### src/rtl/aes_pkg.sv
// Shared AES constants and the ShiftRows byte-index tables used by the round stages.
// Byte i of a state is bits [(15-i)*8+7 -: 8]; bytes are column-major.
package aes_pkg;

  localparam int AES_STATE_W = 128;
  localparam int AES_BYTE_W  = 8;
  localparam int AES_NB      = 4;
  localparam int AES_NBYTES  = AES_NB * AES_NB;

  // Output byte j is taken from input byte *_SR_IDX[j].
  localparam int INV_SR_IDX [AES_NBYTES] = '{0, 13, 10, 7, 4, 1, 14, 11, 8, 5, 2, 15, 12, 9, 6, 3};
  localparam int FWD_SR_IDX [AES_NBYTES] = '{0, 5, 10, 15, 4, 9, 14, 3, 8, 13, 2, 7, 12, 1, 6, 11};

  function automatic logic [AES_BYTE_W-1:0] state_byte(input logic [AES_STATE_W-1:0] s,
                                                      input int idx);
    return s[(AES_NBYTES-1-idx)*AES_BYTE_W +: AES_BYTE_W];
  endfunction

endpackage

### src/rtl/aes_inv_sr_perm.sv
// Combinational (Inv)ShiftRows byte permutation of one 128-bit AES state.
// Macro AES_SR_DIR_SEL_EN adds a dir input: 1 = forward map, 0 = inverse map.
module aes_inv_sr_perm
  import aes_pkg::*;
(
  input  logic [AES_STATE_W-1:0] state_in,
`ifdef AES_SR_DIR_SEL_EN
  input  logic                   dir,
`endif
  output logic [AES_STATE_W-1:0] state_out
);

  always_comb begin
    // NOTE: a default assignment first means no path leaves state_out unassigned, so no latch.
    state_out = '0;
    for (int j = 0; j < AES_NBYTES; j++) begin
`ifdef AES_SR_DIR_SEL_EN
      state_out[(AES_NBYTES-1-j)*AES_BYTE_W +: AES_BYTE_W] =
        state_byte(state_in, dir ? FWD_SR_IDX[j] : INV_SR_IDX[j]);
`else
      state_out[(AES_NBYTES-1-j)*AES_BYTE_W +: AES_BYTE_W] = state_byte(state_in, INV_SR_IDX[j]);
`endif
    end
  end

endmodule

### src/rtl/aes_inv_shift_rows_pipe.sv
// InvShiftRows pipeline stage: permute, then an output register backed by a one-entry skid.
// Macro AES_SR_DIR_SEL_EN adds dir_in to select the forward map per block.
module aes_inv_shift_rows_pipe
  import aes_pkg::*;
#(
  parameter int DATA_W = 128,
  parameter int TAG_W  = 4,
  parameter int CNT_W  = 16
) (
  input  logic              clk,
  input  logic              reset,
  input  logic              valid_in,
  output logic              ready_in,
  input  logic [DATA_W-1:0] data_in,
  input  logic [TAG_W-1:0]  tag_in,
`ifdef AES_SR_DIR_SEL_EN
  input  logic              dir_in,
`endif
  input  logic              flush,
  output logic              valid_out,
  input  logic              ready_out,
  output logic [DATA_W-1:0] data_out,
  output logic [TAG_W-1:0]  tag_out,
  output logic [CNT_W-1:0]  blk_cnt
);

  if (DATA_W != AES_STATE_W) begin : g_width_check
    $error("aes_inv_shift_rows_pipe: DATA_W must be 128");
  end

  logic              skid_valid;
  logic [DATA_W-1:0] skid_data;
  logic [TAG_W-1:0]  skid_tag;
  logic [DATA_W-1:0] perm_data;
  logic              accept;
  logic              or_load;

  assign ready_in = ~skid_valid;
  assign accept   = valid_in & ready_in;
  assign or_load  = ~valid_out | ready_out;

  aes_inv_sr_perm u_perm (
    .state_in  (data_in),
`ifdef AES_SR_DIR_SEL_EN
    .dir       (dir_in),
`endif
    .state_out (perm_data)
  );

  always_ff @(posedge clk or negedge reset) begin
    if (!reset) begin
      valid_out  <= 1'b0;
      data_out   <= '0;
      tag_out    <= '0;
      skid_valid <= 1'b0;
      blk_cnt    <= '0;
    end else begin
      // NOTE: non-blocking assignments so every register samples pre-edge values.
      if (accept && !flush) blk_cnt <= blk_cnt + CNT_W'(1);

      if (flush) begin
        valid_out  <= 1'b0;
        skid_valid <= 1'b0;
      end else if (or_load) begin
        // A full skid holds the older block, so it drains before any new input.
        if (skid_valid) begin
          data_out   <= skid_data;
          tag_out    <= skid_tag;
          valid_out  <= 1'b1;
          skid_valid <= 1'b0;
        end else if (accept) begin
          data_out  <= perm_data;
          tag_out   <= tag_in;
          valid_out <= 1'b1;
        end else begin
          valid_out <= 1'b0;
        end
      end else if (accept) begin
        skid_valid <= 1'b1;
      end
    end
  end

  // NOTE: skid payload needs no reset; skid_valid qualifies it and is itself reset.
  always_ff @(posedge clk) begin
    if (accept && !flush && !or_load) begin
      skid_data <= perm_data;
      skid_tag  <= tag_in;
    end
  end

endmodule

### config.mk
export PLATFORM = sky130hd
export DESIGN_NAME = aes_inv_shift_rows_pipe
export DESIGN_NICKNAME = d
export VERILOG_FILES = /design/src/rtl/aes_pkg.sv /design/src/rtl/aes_inv_sr_perm.sv /design/src/rtl/aes_inv_shift_rows_pipe.sv
export SDC_FILE = /design/constraint.sdc
export NUM_CORES = 1
export LEC_CHECK = 0
export ABC_AREA = 0
export BUFFER_PORTS_ARGS = -buffer_cell sky130_fd_sc_hd__buf_2
export CORE_UTILIZATION = 37
export DETAILED_ROUTE_END_ITERATION = 6
export PLACE_DENSITY = 0.63
export SLEW_MARGIN = 25
export SYNTH_ARGS = -nofsm -noshare
export SYNTH_HDL_FRONTEND = slang
export SYNTH_SLANG_ARGS = --single-unit
### constraint.sdc
create_clock -name clk -period 6.68 [get_ports clk]
set_clock_uncertainty 0.15 [all_clocks]
set_input_delay 1.002 -clock clk [delete_from_list [all_inputs] [get_ports clk]]
set_output_delay 1.002 -clock clk [all_outputs]
set_load 0.05 [all_outputs]
==> impl_metrics.yaml, run 1 <==
run:
  cap_violations: 0
setup_path:
  path_buf_inv: 3
  required_ns: 6.98
  crit_chain: "buf_4 > nor2_1 > nor3_2 > buf_12 > buf_16 > nor2_1 > a21oi_1"
  slowest_delay_ns: 0.83
  crit_fanout: 168
  arrival_ns: 4.00
  crit_slowest_cell: "buf_4"
  crit_family: "buffers and inverters"
  cp_common_cell: "nor2_1"
  start_kind: "flop"
  crit_type: "flop to flop"
  crit_path_end_kind: "flop"
  r2r_setup_slack_ns: 2.99
grt:
  grt_pass1_wl_mm: 36.5
  gr-total-overflow: 0
  antenna_found_initial: 1
  grt_usage: 0.156
  grt_max_degree: 265
  grt_pass1_vias: 6886
sta:
  fin_crit_sh: 0.553
  worstMarginPinSlew_ns: 0.981
  grt_setup_unrepaired: "false"
  setup_tns_ns: 0
  min_period_ns: 3.69
  slew-limit-headroom: 0.346
  setup_viol: 0
  timing.final.ws_setup_ns: 2.99
  max_freq_mhz: 271
  hold_viol_final: 0
  slew_violations: 0
pwr:
  p_leak_nw: 5.36
  power_density_nw_per_um2: 356
  peakVddDrop_mv: 0.244
placed_design:
  dp.cells: 1400
  io_buffer_count: 286
  hpwl_mm: 15.2
  pre_cts_ws_ns: 3.13
  gp_congestion: 0.749
yosys:
  syn_area_sq_um: 10700
  ys_seq_area_frac: 0.720
  ys_warn_count: 0
  ys_async_sr_fraction: 0.532
  synth_edf_count: 132
  ys_types: 24
  ys_seq_elements: 282
  syn_nets: 913
  synth_ff_type: "dfrtp_1"
  avgSynthCellArea_sq_um: 13.8
  synth_cells: 775
floorplan:
  pin_count: 287
  rows: 61
  die_x_microns: 172
  coreArea_sq_um: 28200
  die_area_sq_um: 29600
  fp.dieH_microns: 172
  initial_utilization: 0.381
clock_network:
  cts_buffer_depth: 3
  cts_resized: 0
  cts_setup_buffers: 0
  cts_inserted_buffers: 30
  numClockSinks: 282
  clk_pin_slew_ns: 0.06
  clk_latency_ns: 0.54
  cts-root-buf: "clkbuf_16"
  ctsHtreeMaxLevel: 1
  holdBufCountCts: 0
  cts_tree: "done"
hold_path:
  hold_class: "flop to flop"
finish:
  syn2layout_area_growth_pct: 27.4
  nNetsFinal: 1193
  final_cells: 1458
  layout-drive-gt1-share: 0.324
route:
  drtIter0Drc: 454
  vias: 6932
  routedWlPerCell_microns: 16.3
  firstDrtPassIters: 5
  routed_wl_mm: 23.8
  drc: 0
  vias_per_cell: 4.75
  ant_nets: 0
outcome:
  status: "finished, final reports clean"
==> cells in the mapped netlist, drive strengths merged, types with 2 or more instances <==
library cell	count	area, sq um
a21oi	133	666
clkbuf	35	131
nor4	2	33.8
nand3	6	30.0
nor3	4	20.0
dfrtp	150	3750
nor2	136	510
xnor2	11	96.3
mux2i	132	1320
edfxtp	132	3960
buf	10	47.6
and3	2	12.5
nand2	10	37.5
nand4	2	12.5
xor2	4	35.0
==> sequential cells by signal, summed over array words and instances, names as in the netlist <==
name / flops
valid_out: 1
blk_cnt: 16
skid_tag: 4
skid_data: 128
tag_out: 4
skid_valid: 1
data_out: 128
==> area by class of cell <==
cell class	count	area, sq um
clock inverter	14	173
fill	2560	14500
inverter	1	3.75
antenna	1	2.50
tap	378	473
sequential	282	7720
clock buffer	42	917
timing repair buffer	293	1540
multi-input combinational	447	2830
==> where the power goes <==
group | internal (W) | leakage (nW) | switching [W]
registers | 0.00198 | 2.88 | 0.0000972
logic | 0.000233 | 1.94 | 0.000781
clock network | 0.00110 | 0.540 | 0.000664
==> cell usage in the layout (no fill, tap or decap), types with 3 or more instances in the layout <==
master	netlist	final
a21oi_1	133	133
buf_2	2	285
buf_4	0	4
bufinv_16	0	4
clkbuf_16	0	31
clkbuf_8	0	10
clkinv_1	0	3
clkinv_2	0	5
dfrtp_1	150	149
edfxtp_1	132	132
mux2i_1	132	132
nand2_1	10	10
nand3_1	6	6
nor2_1	136	135
nor3_1	4	3
xnor2_1	11	11
xor2_1	4	4
==> kinds of logic (layout without fill, tap and decap cells) <==
family                   Yosys count  after routing  synth area share
AND/OR/NAND/NOR                  166            166            0.0640
buffers and inverters             46            350            0.0170
adder cells (fa/ha/maj)            1              1           0.00117
XOR/XNOR                          15             15            0.0123
AO/OA/AOI/OAI                    133            133            0.0621
multiplexers                     132            132             0.123
flip-flops                       282            282             0.720
other                              0              1                 0
==> per-layer routing <==
metal  wire (microns)  GRT usage  vias to the layer above  part of all wire
li1                 -          -                     3328                 -
met1             9830      0.194                     3355              0.41
met2            11600      0.261                      207              0.49
met3             1720     0.0437                       42             0.072
met4              646     0.0485                        0             0.027
met5                0          0                        -                 0
==> path summary, 6_finish.rpt <==
check                       startpoint       endpoint  cells after the start
setup / recovery            skid_valid   data_out[45]                      7
max in group asynchronous        reset   data_out[45]                      2
hold / removal             blk_cnt[15]    blk_cnt[15]                      1
min in group asynchronous        reset  data_out[120]                      1
hold reg to reg            blk_cnt[15]    blk_cnt[15]                      1
setup reg to reg            skid_valid   data_out[45]                      7
==> metrics by stage <==
step | hold WS, ns | area [sq um] | total power (W) | util
6_report | 0.317 | 13700 | 0.00486 | 0.485
3_3_place_gp | 0.326 | 12500 | 0.00312 | 0.445
3_5_place_dp | 0.318 | 12500 | 0.00314 | 0.445
4_1_cts | 0.326 | 13600 | 0.00493 | 0.484
5_1_grt | 0.345 | 13700 | 0.00506 | 0.485
2_1_floorplan | 0.369 | 10700 | 0.00283 | -
(Power assumes the default switching activity.)
==> inputs of run 2 (changes only) <==
Settings changed: PLACE_DENSITY 0.63 to 0.61.
Clock period 6.68 ns to 3.9 ns, I/O delays scaled along.
==> run 2 against run 1 <==
Against the previous run: first-iteration DRC count shrank 49%; wire length grew 1.6%; total power grew 64%; die area is the same; cell count is essentially flat; largest power group unchanged; sequential share of layout area grew 0.50 points; register-to-register slack lost 1.9 ns; setup slack lost 2.0 ns; sequential cell count is the same.
==> impl_metrics.yaml, run 2 (synthesized netlist as in run 1, its figures left out) <==
sta:
  timing.final.ws_setup_ns: 1.03
  slew-limit-headroom: 0.348
  setup_viol: 0
  min_period_ns: 2.87
  fin_crit_sh: 0.735
  slew_violations: 0
  setup_tns_ns: 0
  hold_viol_final: 0
  grt_setup_unrepaired: "false"
  max_freq_mhz: 349
  worstMarginPinSlew_ns: 0.978
finish:
  nNetsFinal: 1196
  seq_area_sq_um: 7720
  final_cell_mix: "buf_2, dfrtp_1, nor2_1, a21oi_1"
  syn2layout_area_growth_pct: 26.3
  final_cells: 1459
  num-fill-cells: 2556
  multi_input_area_sq_um: 2830
  layout_commonest_cell: "buf_2"
  layout-drive-gt1-share: 0.315
  reg.largest.list: "data_out: 128 flops, skid_data: 128 flops, blk_cnt: 16 flops"
route:
  routed_wl_mm: 24.2
  drc: 0
  vias_per_cell: 4.74
  firstDrtPassIters: 4
  drtIter0Drc: 230
  ant_nets: 0
  routedWlPerCell_microns: 16.6
  met2WireLength_mm: 11.1
  detailroute.wirelength.met3_mm: 1.93
  vias: 6915
  wl_met1_mm: 10.5
  top_layer_used: "met5"
setup_path:
  crit_path_end_kind: "output pin"
  r2r_start: "skid_valid"
  reg2regPathDepth: 3
  crit_fanout: 31
  arrival_ns: 2.13
  crit_end: "ready_in"
  path_buf_inv: 3
  crit_chain: "buf_4 > inv_1 > buf_2"
  crit_type: "flop to output pin"
  crit_start: "skid_valid"
  crit_slowest_cell: "dfrtp_4"
  crit-reg2reg-capture: "skid_data[107]"
  start_kind: "flop"
  required_ns: 3.16
  r2r_setup_slack_ns: 1.09
  slowest_delay_ns: 0.69
  crit_family: "buffers and inverters"
  crit_cells: 3
clock_network:
  clk_pin_slew_ns: 0.06
  numClockSinks: 282
  cts_inserted_buffers: 30
  cts_setup_buffers: 0
  cts-root-buf: "clkbuf_16"
  cts_buffer_depth: 3
  clk_latency_ns: 0.55
  cts_resized: 0
  holdBufCountCts: 1
  cts_tree: "done"
  ctsHtreeMaxLevel: 1
pwr:
  p_leak_nw: 5.29
  peakVddDrop_mv: 0.386
  power_density_nw_per_um2: 591
outcome:
  status: "finished, final reports clean"
grt:
  antenna_found_initial: 2
  grt_pass1_vias: 6878
  grt_usage: 0.161
  gr-total-overflow: 0
  grt_max_degree: 133
  grt_pass1_wl_mm: 37.4
hold_path:
  hold_class: "primary input to flop"
placed_design:
  pre_cts_ws_ns: 1.22
  gp_congestion: 0.807
  hpwl_mm: 15.4
  io_buffer_count: 286
  dp.cells: 1403
floorplan:
  die_area_sq_um: 29600
  die_x_microns: 172
  coreArea_sq_um: 28200
  pin_count: 287
  initial_utilization: 0.381
  fp.dieH_microns: 172
  rows: 61
run:
  cap_violations: 0
[run 2: cell count changes in the layout (fill, tap and decap cells not counted), sizes merged]
| cell | before | now |
|---|---|---|
| bufinv | 4 | 1 |
| clkinv | 9 | 7 |
| dlygate4sd3 | 0 | 1 |
| clkbuf | 42 | 45 |
| buf | 293 | 295 |
[run 2: worst min path at each step]
stage                     slack (ns)  cells past startpoint         from        endpoint
after floorplan                 0.14                      0        reset      blk_cnt[0]
after global placement          0.31                      1  blk_cnt[15]     blk_cnt[15]
after detailed placement        0.31                      1  blk_cnt[15]     blk_cnt[15]
after CTS                       0.04                      1  data_in[15]   skid_data[79]
after global routing            0.04                      1  data_in[40]  skid_data[104]
final                           0.07                      1  data_in[15]   skid_data[79]
[run 2: through the flow]
step                power (W)  utilization  hold WS [ns]  instance area, sq um
floorplan             0.00485            -         0.139                 10700
global placement      0.00536        0.447         0.308                 12600
detailed placement    0.00538        0.447         0.308                 12600
CTS                   0.00812        0.480        0.0389                 13500
global route          0.00835        0.480        0.0439                 13500
finish                0.00800        0.481        0.0723                 13500
[run 2: routing by layer]
| layer | track usage | vias up |
|---|---|---|
| met1 | 0.207 | 3328 |
| met3 | 0.0490 | 42 |
| met4 | 0.0508 | 2 |
| met5 | 0 | - |
| li1 | - | 3338 |
| met2 | 0.259 | 205 |
[run 2: worst reg2reg max path, cell delays in order (launching register included)]
cell,delay (ns)
dfrtp_4,0.65
or3b_1,0.64
nor2_4,0.20
buf_12,0.46
[run 2: where the power goes]
group          leakage, nW  switching [W]  internal, W  total, W
registers             2.88       0.000165      0.00340   0.00356
logic                 1.96        0.00134     0.000404   0.00175
clock network        0.451        0.00112      0.00157   0.00269
[run 2: layout make-up]
class | instances | share of cell area
multi-input cells | 447 | 0.209
flip-flops and latches | 282 | 0.570
clock inverters | 9 | 0.00508
repair buffers | 296 | 0.117
clock buffers | 45 | 0.0634
inverters | 1 | 0.000277
diodes | 1 | 0.000185
well taps | 378 | 0.0349
